===== src/rtl/nanov_pkg.sv =====
// nanov_pkg: shared types and constants for the nanoV sequencer.
//   state_t        - sequencer FSM states
//   NANOV_NOP      - addi x0,x0,0, presented to the core while not executing
//   CYCLE_IDLE     - cycle value presented outside EXEC
//   OPC_OP_IMM_OP  - instr[4:0] pattern shared by OP-IMM and OP (shift check)
//   OPC_STORE      - instr[6:2] pattern for stores
package nanov_pkg;

  typedef enum logic [1:0] {
    ST_IDLE      = 2'd0,
    ST_FETCH     = 2'd1,
    ST_EXEC      = 2'd2,
    ST_STORE_OUT = 2'd3
  } state_t;

  localparam logic [31:0] NANOV_NOP     = 32'h00000013;
  localparam logic [2:0]  CYCLE_IDLE    = 3'd7;
  localparam logic [4:0]  OPC_OP_IMM_OP = 5'b10011;
  localparam logic [4:0]  OPC_STORE     = 5'b01000;

endpackage


===== src/rtl/nanov_instr_decode.sv =====
// nanov_instr_decode: combinational decode of the latched instruction.
// Ports:
//   instr      in  32 : latched instruction word
//   num_passes out 2  : 2 for shifts (slli/srli/srai/sll/srl/sra), else 1
//   is_store   out 1  : store opcode
//   j_imm      out 32 : sign-extended J-type immediate
import nanov_pkg::*;

module nanov_instr_decode (
  input  logic [31:0] instr,
  output logic [1:0]  num_passes,
  output logic        is_store,
  output logic [31:0] j_imm
);

  logic is_shift;
  // rd is never needed by the sequencer
  logic unused_rd;

  // funct3 = x01 selects the shift group in both OP-IMM and OP
  assign is_shift   = (instr[4:0] == OPC_OP_IMM_OP) && (instr[13:12] == 2'b01);
  assign num_passes = is_shift ? 2'd2 : 2'd1;
  assign is_store   = (instr[6:2] == OPC_STORE);
  assign j_imm      = {{11{instr[31]}}, instr[31], instr[19:12], instr[20],
                       instr[30:21], 1'b0};
  assign unused_rd  = ^instr[11:7];

endmodule


===== src/rtl/nanov_sequencer.sv =====
// nanov_sequencer: instruction sequencer and PC for the bit-serial nanoV core.
// Walks IDLE -> FETCH (32 serial bits, LSB first) -> EXEC (1 or 2 passes of
// 32 clocks) -> optional STORE_OUT -> FETCH/IDLE.
// Optional feature macro: NANOV_STORE_OUT_EN (serial store-data phase).
// Parameters: PC_WIDTH (<= 32), RESET_PC (multiple of 4).
// Ports:
//   clk, rstn               : clock, synchronous active-low reset
//   start                   : run enable, sampled at instruction boundaries
//   fetch_req, fetch_addr   : fetch in progress at fetch_addr
//   instr_bit(_valid)       : serial instruction stream
//   instr, cycle, counter   : drive the core
//   branch                  : taken jump from core, sampled at end of exec
//   shift_data_out          : core shifts store data this clock
//   data_bit_valid          : core data_out[0] is a valid store bit
//   data_ready              : memory accepts a store bit this clock
//   busy                    : not IDLE
import nanov_pkg::*;

module nanov_sequencer #(
  parameter int                  PC_WIDTH = 24,
  parameter logic [PC_WIDTH-1:0] RESET_PC = '0
) (
  input  logic                clk,
  input  logic                rstn,
  input  logic                start,
  output logic                fetch_req,
  output logic [PC_WIDTH-1:0] fetch_addr,
  input  logic                instr_bit,
  input  logic                instr_bit_valid,
  output logic [31:0]         instr,
  output logic [2:0]          cycle,
  output logic [4:0]          counter,
  input  logic                branch,
  output logic                shift_data_out,
  output logic                data_bit_valid,
  input  logic                data_ready,
  output logic                busy
);

  localparam logic [PC_WIDTH-1:0] PC_STEP = PC_WIDTH'(4);

  state_t              state;
  logic [31:0]         shreg;
  logic [PC_WIDTH-1:0] pc;
  logic [PC_WIDTH-1:0] pc_next;
  logic [1:0]          num_passes;
  logic                is_store;
  logic [31:0]         j_imm;
  logic                last_pass;
  logic                go_store;
  logic                unused_imm;

  nanov_instr_decode u_decode (
    .instr      (instr),
    .num_passes (num_passes),
    .is_store   (is_store),
    .j_imm      (j_imm)
  );

  assign last_pass  = (cycle == {1'b0, num_passes - 2'd1});
  assign pc_next    = branch ? pc + j_imm[PC_WIDTH-1:0] : pc + PC_STEP;
  assign unused_imm = ^j_imm;

`ifdef NANOV_STORE_OUT_EN
  assign go_store       = is_store;
  // Memory handshake passes straight through: a bit moves only when accepted
  assign shift_data_out = (state == ST_STORE_OUT) && data_ready;
  assign data_bit_valid = (state == ST_STORE_OUT) && data_ready;
`else
  logic unused_store;
  assign go_store       = 1'b0;
  assign shift_data_out = 1'b0;
  assign data_bit_valid = 1'b0;
  assign unused_store   = data_ready ^ is_store;
`endif

  always_ff @(posedge clk) begin
    if (!rstn) begin
      state      <= ST_IDLE;
      pc         <= RESET_PC;
      fetch_addr <= RESET_PC;
      instr      <= NANOV_NOP;
      shreg      <= '0;
      cycle      <= CYCLE_IDLE;
      counter    <= '0;
      fetch_req  <= 1'b0;
      busy       <= 1'b0;
    end else begin
      case (state)
        ST_IDLE: begin
          if (start) begin
            state      <= ST_FETCH;
            fetch_req  <= 1'b1;
            busy       <= 1'b1;
            fetch_addr <= pc;
            counter    <= '0;
          end
        end

        ST_FETCH: begin
          if (instr_bit_valid) begin
            shreg   <= {instr_bit, shreg[31:1]};
            counter <= counter + 5'd1;
            if (counter == 5'd31) begin
              // the bit arriving with the transition is the MSB
              instr     <= {instr_bit, shreg[31:1]};
              state     <= ST_EXEC;
              fetch_req <= 1'b0;
              cycle     <= '0;
              counter   <= '0;
            end
          end
        end

        ST_EXEC: begin
          counter <= counter + 5'd1;
          if (counter == 5'd31) begin
            if (!last_pass) begin
              cycle <= cycle + 3'd1;
            end else begin
              pc    <= pc_next;
              cycle <= CYCLE_IDLE;
              if (go_store) begin
                state <= ST_STORE_OUT;
              end else if (start) begin
                state      <= ST_FETCH;
                fetch_req  <= 1'b1;
                fetch_addr <= pc_next;
                instr      <= NANOV_NOP;
              end else begin
                state <= ST_IDLE;
                busy  <= 1'b0;
                instr <= NANOV_NOP;
              end
            end
          end
        end

        ST_STORE_OUT: begin
          if (data_ready) begin
            counter <= counter + 5'd1;
            if (counter == 5'd31) begin
              instr <= NANOV_NOP;
              if (start) begin
                state      <= ST_FETCH;
                fetch_req  <= 1'b1;
                fetch_addr <= pc;
              end else begin
                state <= ST_IDLE;
                busy  <= 1'b0;
              end
            end
          end
        end

        default: state <= ST_IDLE;
      endcase
    end
  end

endmodule


===== config.mk =====
export PLATFORM = sky130hd
export DESIGN_NAME = nanov_sequencer
export DESIGN_NICKNAME = d
export VERILOG_FILES = /design/src/rtl/nanov_pkg.sv /design/src/rtl/nanov_instr_decode.sv /design/src/rtl/nanov_sequencer.sv
export SDC_FILE = /design/constraint.sdc
export NUM_CORES = 1
export LEC_CHECK = 0
export CORE_MARGIN = 2
export CORE_UTILIZATION = 55
export CTS_CLUSTER_DIAMETER = 150
export DETAILED_ROUTE_END_ITERATION = 8
export DONT_BUFFER_PORTS = 1
export GPL_TIMING_DRIVEN = 0
export PLACE_DENSITY = 0.66
export SLEW_MARGIN = 20
export SYNTH_ARGS = -nofsm -noshare
export SYNTH_HDL_FRONTEND = slang
export SYNTH_SLANG_ARGS = --single-unit

===== constraint.sdc =====
create_clock -name clk -period 3.88 [get_ports clk]
set_clock_uncertainty 0.2 [all_clocks]
set_input_delay 1.164 -clock clk [delete_from_list [all_inputs] [get_ports clk]]
set_output_delay 1.164 -clock clk [all_outputs]
set_load 0.1 [all_outputs]

==> results.tsv <==
metric	value	unit
stdcell_count	1040	
critical-path-top-delay-family	compound AO/OA/AOI/OAI gates	
power_per_cell_area	413.6	nW/um^2
cp_common_cell	o211ai_1	
min_path_type	flop to flop	
syn_inst	859	
cap_violations	0	
path_clk_slew	60	ps
htreeDepth	4	
drt-vias-per-instance	6.334	
synth-edff-count	0	
worstMarginPinSlew	1157	ps
routed_wl	21.70	mm
use_met2	50.24	%
ys_warn_count	0	
root_buffer	clkbuf_16	
io_pins	75	
slowest_stage	dfxtp_1	
post-place-ws	-178.5	ps
antenna_found_initial	0	
slew_violations	0	
critPathArrivalTime	3840	ps
core_area	11960	um^2
worstSetupPathType	flop to flop	
synth_seq_cells	121	
syn_area	6689	um^2
finalSetupTns	0	ps
cp.required	4020	ps
fill_cells	1079	
gr-usage-met3	11.70	%
grt_overflow	0	
final.period_utilization	95.56	%
clock_latency	420	ps
busiest_layer	met2	
grt_pass1_vias	5975	
cts-buffers-inserted	17	
syn_to_final_growth	12.05	%
routedWlPerCell	20.87	um
die_w	114.3	um
rows	40	
ys_seq_area_share	36.21	%
syn_area_per_cell	7.787	um^2
status	finished, final reports clean	
via_count	6587	
fin_ws	172.3	ps
diodes	0	
place_congestion	0.9613	
grtUsageTotal	33.58	%
fin_hold_ws	268.2	ps
use_met1	45.79	%
die_y	114.3	um
dr.pass1.iters	7	
ant_nets	0	
irDropWorstVdd	311.1	uV
ys.flop_type	dfxtp_1	
nNetsFinal	914	
clk_path_buf_depth	2	
grt_pass1_wl	33.54	mm
fmax	269.7	MHz
port_buffers	0	
cp_num_buf_inv	0	
relSlewSlack	22.78	%
grt_max_degree	17	
first_iter_violations	690	
fin_crit	3708	ps
yosys-top-cells-area	dfxtp_1, a21oi_1, nand2_1	
fp.dieArea	13060	um^2
cp_max_fo	7	
crit_chain	ha_1, o211ai_1, a21oi_1, o211ai_1, a211oi_1, nor3_1, o21ai_0, o2111ai_1, a31oi_1	
synth_top_area_cell	dfxtp_1	
numClockSinks	121	
synthDominantCellAreaShare	36.21	%
cp_slowest_stage_delay	990	ps
reg2reg_setup_slack	170	ps
hold_viol	0	
dp_cells	1008	
cts_tree	built	
start_kind	flop	
rsz0062_at_grt	no	
p_leak	2.704	nW
async_flop_share	0	%
start_util	55.92	%
drc_errors	0	
setup_viol	0	
hpwl	15.80	mm
cp-end-kind	flop	
yosysUniqueCellTypes	72	
post_cts_buffers	0	
drive_above_1_share	10.08	%
==> metal layers <==
metal	part of all wire (%)	up-vias
li1	-	3116
met1	42	3089
met3	12	33
met2	43	349
met4	2.2	0
met5	0	-
==> power by group <==
part	leakage [nW]	switching, mW	internal (mW)
registers	0.984	0.0983	1.26
clock network	0.291	0.600	0.986
logic	1.43	0.121	0.0389
total	2.70	0.820	2.28
==> cell families after synthesis <==
kind of cell	after synthesis	share of synthesized area, %
adders and majority gates	27	5.163
AOI/OAI and AO/OA	266	25.33
xor gates and xnor gates	29	3.910
DFF	121	36.21
and+or+nand+nor	332	22.80
other	1	0.05606
muxes	5	0.8230
buffers and inverters	78	5.705
==> final cells by class <==
| class | instances | area (um^2) | share of cell area, % |
|---|---|---|---|
| multi-input combinational | 662 | 3892 | 51.94 |
| sequential | 121 | 2441 | 32.57 |
| clock buffer | 20 | 456.7 | 6.093 |
| buffer | 60 | 314.1 | 4.190 |
| tap | 147 | 183.9 | 2.454 |
| clock inverter | 12 | 138.9 | 1.853 |
| inverter | 18 | 67.56 | 0.9015 |
==> per-stage QoR <==
| stage | util (%) | power (mW) | instance area (um^2) |
|---|---|---|---|
| floorplan | - | 1.487 | 6696 |
| global placement | 57.52 | 1.533 | 6880 |
| detailed placement | 57.54 | 1.535 | 6883 |
| CTS | 62.54 | 3.103 | 7481 |
| global route | 62.66 | 3.184 | 7495 |
| finish | 62.66 | 3.100 | 7495 |
==> worst register-to-register path, stage by stage (launching register included) <==
cell and delay [ps]:
dfxtp_1 990, ha_1 400, o211ai_1 140, a21oi_1 240, o211ai_1 170, a211oi_1 400, nor3_1 80, o21ai_0 510
o2111ai_1 250, a31oi_1 230
==> synth_stat cells, types with 10 or more instances <==
library cell,instances
a21oi_1,110
a22oi_1,24
and3_1,10
clkbuf_1,40
dfxtp_1,121
ha_1,26
inv_1,17
nand2_1,137
nand3_1,33
nor2_1,84
nor3_1,15
o21ai_0,39
xnor2_1,15
xor2_1,13
==> registers in the layout (all words and copies together) (netlist names) <==
signal,cells
instr,32
shreg,31
fetch_addr,23
pc,23
counter,5
cycle,3
state,2
busy,1
fetch_req,1
==> worst paths after layout <==
kind             start        endpoint  cells past startpoint
max          instr[26]  fetch_addr[15]                      9
min           shreg[1]        shreg[1]                      2
max reg2reg  instr[26]  fetch_addr[15]                      9
min reg2reg   shreg[1]        shreg[1]                      2
==> cells in the final DEF, fill, tap and decap left out, types with 7 or more instances in the layout <==
cell type	netlist	routed
a211oi_1	9	9
a21o_1	7	7
a21oi_1	110	110
a22oi_1	24	24
a22oi_2	8	8
a31oi_1	8	8
and3_1	10	10
clkbuf_1	40	41
clkbuf_16	0	17
dfxtp_1	121	108
dfxtp_2	0	12
ha_1	26	26
inv_1	17	17
nand2_1	137	137
nand2b_1	7	7
nand3_1	33	33
nor2_1	84	84
nor3_1	15	15
nor4_1	7	7
o211ai_1	9	9
o21a_1	7	7
o21ai_0	39	39
xnor2_1	15	15
xor2_1	13	13
==> what timing repair did <==
| action | in CTS | in global routing |
|---|---|---|
| setup endpoints to repair | 4 | 12 |
| hold buffers | 0 | 0 |
| resized for setup | 2 | 10 |
No activity file was read; power rests on OpenSTA's default activity.
==> RTL edit 1 (same settings) <==
Add a define of `NANOV_STORE_OUT_EN`.
--- a/src/rtl/nanov_sequencer.sv
+++ b/src/rtl/nanov_sequencer.sv
@@ -16,2 +16,4 @@
 //   busy                    : not IDLE
+`define NANOV_STORE_OUT_EN
+
 import nanov_pkg::*;
Function: same outputs for any inputs over 4 cycles, from zero or initial values and one cycle with rstn low; that may be too few to reach the edited logic, so the function may still have changed.
==> RTL edit 1 against the unedited design <==
- sequential power is 8% higher
- sequential cell count did not move
- power rose by 3.7%
- sequential share of layout area grew 1.0 points
- non-clock buffer count fell by 4
- via count fell by 5.0%
- routed wire length is 12% lower
- area after synthesis is 3.2% lower
- fmax is 0.81% higher
- setup slack better by 30 ps
- final area shrank 2.6%
- global-route usage fell by 2.9 points
- critical path type unchanged
- largest cell class unchanged
- largest power group unchanged
==> RTL edit 1: results (changes against the unedited design) <==
- The count of synthesis-stage warnings from yosys is 0 (unchanged).
- The global-route usage over all layers is 30.7% (was 33.6%).
- The remaining max-slew budget at the tightest pin is 23.5% (was 22.8%).
- The count of inserted antenna diode cells is 0 (unchanged).
- The share of layout cells above drive strength 1 is 7.97% (was 10.1%).
- The worst reg2reg path startpoint is instr[21] (was instr[26]).
- The clock-pin slew of the registers on the worst-case setup and hold paths was 60 ps (about the same).
- The post-layout net count is 899 (was 914).
- The wire length per cell is 18.6 um (was 20.9 um).
- The sequential share of the synthesized area was 37.4% (was 36.2%).
- The maximum net fanout on the critical path came to 5 (was 7).
- The weighted congestion reported at the end of routability-driven placement is 0.902 (was 0.961).
- The global-route wire length before repair is 30,700 um (was 33,500 um).
- The number of instances in the synthesized netlist is 847 (was 859).
- The leakage power is 2.59 nW (was 2.70 nW).
- The number of buffers inserted by post-CTS setup repair is 0 (unchanged).
- The critical register-to-register path endpoint was fetch_addr[21] (was fetch_addr[15]).
- The distinct cell type count of the synthesized netlist is 59 (was 72).
- Result of the run: finished, final reports clean (unchanged).
- The number of buffers created by CTS is 17 (unchanged).
- The initial antenna violation count is 1 (was 0).
- The capture point of the worst path is fetch_addr[21] (was fetch_addr[15]).
- Most instantiated cells after synthesis: a21oi_1, nand2_1, dfxtp_1 (was nand2_1, dfxtp_1, a21oi_1).
- The total placed cells including tap cells is 990 (was 1,008).
- Biggest registers after layout: instr (32), shreg (31) (unchanged).
- Dominant cells by area after synthesis: dfxtp_1, a21oi_1, nand2_1, nor2_1, ha_1 (was dfxtp_1, a21oi_1, nand2_1, ha_1, nor2_1).
- The share of synthesized flip-flops with an asynchronous set or reset came to 0% (unchanged).
- The first-pass detailed-route iteration total was 7 (unchanged).
- The clock latency at the later pin of the worst-skew pair is 420 ps (about the same).
- The maximum root-to-sink buffer count is 2 (unchanged).
- The number of global-route vias before repair is 5,988 (was 5,975).
- The worst-case vdd ir drop was 0.390 mV (was 0.311 mV).
- The worst setup slack for register-to-register paths is 200 ps (was 170 ps).
- The number of I/O port buffers was 0 (unchanged).
- The power spent charging and discharging nets is 0.000923 W (was 0.000820 W).
- The pin count of the biggest net entering global routing was 17 (unchanged).
- The deepest level of the CTS H-tree was 4 (unchanged).
- The number of cells traversed by the worst register-to-register path is 13 (was 9).
- The HPWL reported at the end of detailed placement was 14,000 um (was 15,800 um).
- The iteration-0 DRC count of the detailed router was 574 (was 690).
- The via count normalized by instance count is 6.13 (was 6.33).
- The number of standard cells in the layout, taps in and fillers out is 1,021 (was 1,040).
- The number of cells on the worst hold path was 2 (unchanged).
- The worst setup path category is flip-flop to flip-flop (unchanged).
- The signal arrival time at the worst endpoint is 3820 ps (was 3840 ps).
- The post-synth net total is 881.
RTL edit 1: cell types whose count changed in the layout (fill, tap and decap cells not counted), moves of 8 or more:
cell      change
a21oi_1      +22
a22oi_1      -22
a22oi_2       -8
clkbuf_1      +8
dfxtp_1       -8
nand2_1      -13
nand3_1      -10
nor2_1       +20
nor3b_1      +27
RTL edit 1: timing repair:
item,CTS,global route
setup endpoints to repair,27,54
resized for setup,11,17
gates cloned,0,0
RTL edit 1: cell type report:
cell class	instances	area, um2
clock inverters	11	123
multi-input cells	658	3820
plain buffers	56	221
flip-flops and latches	121	2450
fillers	1051	4170
clock buffers	21	460
inverters	11	41.3
well taps	143	179
RTL edit 1: worst min-delay path by stage:
stage | slack [ps] | end | startpoint
floorplan | 240 | shreg[1] | shreg[1]
global placement | 240 | shreg[1] | shreg[1]
detailed placement | 260 | shreg[19] | shreg[20]
CTS | 260 | shreg[18] | shreg[19]
global route | 290 | shreg[7] | shreg[8]
finish | 260 | shreg[7] | shreg[8]
RTL edit 1: layer usage:
layer / part of all wire (%) / vias to the layer above / global-route usage, %
li1: - / 3012 / -
met1: 43 / 2980 / 39.6
met2: 46 / 222 / 49.0
met3: 8.2 / 43 / 8.96
met4: 2.5 / 2 / 11.1
met5: 0.053 / - / 0
RTL edit 1: power groups by stage:
stage | logic, W | clock network, W | registers (W)
detailed placement | 0.000191 | 0 | 0.00149
CTS | 0.000194 | 0.00158 | 0.00146
global placement | 0.000188 | 0 | 0.00148
finish | 0.000199 | 0.00156 | 0.00146
floorplan | 0.000134 | 0 | 0.00148
global route | 0.000217 | 0.00163 | 0.00146
RTL edit 1: critical path, stage by stage, from the launching register on:
cell	delay (ps)
dfxtp_4	560
ha_2	270
inv_1	50
fa_1	390
nand2b_1	200
a2111o_1	420
a31o_2	260
o31ai_2	200
o22a_2	210
a31oi_1	120
xnor2_1	160
a21oi_1	110
a211o_1	330
a21oi_1	130
RTL edit 1: cells by family after synthesis:
kind of cell	share of synthesized area (%)
AOI/OAI and AO/OA	23.4
xor gates and xnor gates	5.14
adders and majority gates	5.33
buffers and inverters	4.10
DFF	37.4
muxes	0.928
other	0.0579
and+or+nand+nor	23.6
RTL edit 1: metrics by stage:
| stage | setup TNS (ps) | util (%) | setup WS, ps | cell area [um2] | hold slack (ps) |
|---|---|---|---|---|---|
| floorplan | 0 | - | 28.0 | 6480 | 237 |
| global placement | -1870 | 58.0 | -383 | 6660 | 245 |
| detailed placement | -2080 | 58.1 | -393 | 6660 | 256 |
| CTS | 0 | 63.3 | 23.8 | 7260 | 263 |
| global route | 0 | 63.6 | 11.4 | 7300 | 291 |
| finish | 0 | 63.6 | 202 | 7300 | 265 |
==> RTL edit 2 (same flow settings) <==
Made on the original files. Re-encode `state_t` (4 states) as one-hot, 4 bits wide.
--- a/src/rtl/nanov_pkg.sv
+++ b/src/rtl/nanov_pkg.sv
@@ -8,7 +8,7 @@
 
-  typedef enum logic [1:0] {
-    ST_IDLE      = 2'd0,
-    ST_FETCH     = 2'd1,
-    ST_EXEC      = 2'd2,
-    ST_STORE_OUT = 2'd3
+  typedef enum logic [3:0] {
+    ST_IDLE      = 4'b0001,
+    ST_FETCH     = 4'b0010,
+    ST_EXEC      = 4'b0100,
+    ST_STORE_OUT = 4'b1000
   } state_t;
Formal check against the unedited RTL: no difference found for any inputs over 4 cycles, from zero or initial values and one cycle with rstn low; so few cycles prove little.
==> RTL edit 2 against the unedited design <==
- the run now ends with design-rule violations left
- setup slack better by 31 ps
- utilization is 1.1 points higher
- final area fell by 2.1%
- routed wire length shrank 12%
- sequential power increased by 7%
- global-route usage fell by 2.9 points
- fmax grew 0.84%
- area after synthesis shrank 2.2%
- count of clock-buffer cells in the layout unchanged
- sequential share of layout area increased by 0.91 points
- sequential cell count is 1 higher
- power grew 2.8%
==> RTL edit 2: results (changes against the unedited design) <==
- The HPWL reported at the end of detailed placement is 14,300 um (was 15,800 um).
- The share of the synthesized area in compound gates (AO/OA/AOI/OAI) is 25.7% (was 25.3%).
- The post-layout net count is 883 (was 914).
- The clock-pin slew of the registers on the worst-case setup and hold paths is 50 ps.
- The remaining max-slew budget at the tightest pin is 25.3% (was 22.8%).
- The global-route wire length before repair is 30,500 um (was 33,500 um).
- The final reports fail on design-rule violations.
- The share of layout cells above drive strength 1 came to 7.77% (was 10.1%).
- The weighted congestion reported at the end of routability-driven placement is 0.898 (was 0.961).
- The arithmetic-cell share of the synthesized area counting full adders, half adders and majority gates was 5.28% (was 5.16%).
- The mux contribution to synthesized area was 0.612% (was 0.823%).
- The total wire length after detailed routing is 19,100 um (was 21,700 um).
- The delay of the slowest critical-path stage is 1010 ps (was 990 ps).
- The critical register-to-register path endpoint is fetch_addr[23] (was fetch_addr[15]).
- The xor-xnor portion of the synthesized cell area is 4.69% (was 3.91%).
- The fraction of power spent switching nets came to 26.3% (was 26.4%).
- The number of cells traversed by the worst register-to-register path is 10 (was 9).
- The number of filler instances in the final layout is 1,028 (was 1,079).
- The sequential share of the synthesized area is 37.3% (was 36.2%).
- The area of placed instances came to 0.00673 mm2 (was 0.00688 mm2).
- The hold path startpoint is shreg[11] (was shreg[1]).
- The global-route usage over all layers is 30.6% (was 33.6%).
- The relative contribution of combinational cells to total power is 4.9% (was 5.2%).
- The number of remaining DRC errors was 8 (was 0).
- The maximum net fanout on the critical path came to 4 (was 7).
- The number of global-route vias before repair is 5,807 (was 5,975).
- The signal arrival time at the worst endpoint was 3780 ps (was 3840 ps).
- Result of the run: complete, but fails checks (was finished, final reports clean).
- The leakage power was 2.76 nW (was 2.70 nW).
- The distinct cell type count of the synthesized netlist is 54 (was 72).
- Most instantiated cells after synthesis: nand2_1, dfxtp_1, a21oi_1 (unchanged).
[RTL edit 2: changes by cell type in the layout (fill, tap and decap cells not counted), moves of 11 or more]
cell / change
a22oi_1: -24
a21boi_1: +11
a21boi_0: +55
o211a_1: +13
nand3_1: +27
a21oi_1: -49
o21ai_1: +11
nor2_1: -35
nand2_1: +11
nor2b_1: +11
[RTL edit 2: repair_timing]
action,4_1_cts,5_1_grt
setup endpoints to repair,2,31
pin swaps,0,0
resized for setup,2,8
[RTL edit 2: cells by family (layout without fill, tap and decap cells)]
kind of cell | after synthesis | in the layout
fa+ha+maj | 27 | 27
other cells | 1 | 3
compound gates | 257 | 257
xor+xnor | 35 | 35
buf+inv | 63 | 95
flops | 122 | 122
mux | 4 | 4
simple gates | 319 | 319
[RTL edit 2: area by class of cell]
type                       count  area share [%]
buffer                        53            3.09
multi-input combinational    645            52.4
clock inverter                12            2.03
clock buffer                  20            6.09
sequential                   122            33.5
tap                          143            2.44
inverter                      10           0.511
[RTL edit 2: how the worst max path moves through the flow]
stage                     cells after the start             end  slack [ps]  startpoint
after CTS                                    11  fetch_addr[19]          80   instr[12]
final                                        10  fetch_addr[23]         200   instr[26]
after detailed placement                     12  fetch_addr[23]        -100   instr[21]
after global placement                       12  fetch_addr[23]         -90   instr[21]
after global routing                         10  fetch_addr[23]          10   instr[26]
after floorplan                              12  fetch_addr[23]         500   instr[21]
[RTL edit 2: power groups by stage]
stage	registers, W	clock network [W]	logic (W)
6_report	0.00145	0.00158	0.000157
4_1_cts	0.00145	0.00160	0.000155
2_1_floorplan	0.00147	0	0.000113
5_1_grt	0.00145	0.00165	0.000170
3_3_place_gp	0.00147	0	0.000151
3_5_place_dp	0.00147	0	0.000154
[RTL edit 2: critical path: cells and delay by family (launching register included)]
kind | cells | cell delay, ps
flip-flops | 1 | 1010
AO/OA/AOI/OAI | 5 | 880
multiplexers | 1 | 480
AND/OR/NAND/NOR | 2 | 420
adder cells (fa/ha/maj) | 1 | 410
XOR/XNOR | 1 | 160
[RTL edit 2: metrics by stage]
step | hold slack (ps) | cells
after floorplan | 244 | 830
after global placement | 263 | 973
after detailed placement | 274 | 973
after CTS | 281 | 1005
after global routing | 289 | 1005
final | 281 | 1005
[RTL edit 2: per-layer routing]
metal / vias to the layer above / global-route usage, % / routed length, um
met5: - / 0 / 0
met4: 0 / 11.7 / 375
met3: 30 / 8.09 / 1550
met2: 261 / 48.6 / 8680
met1: 2853 / 40.2 / 8480
li1: 2969 / - / -
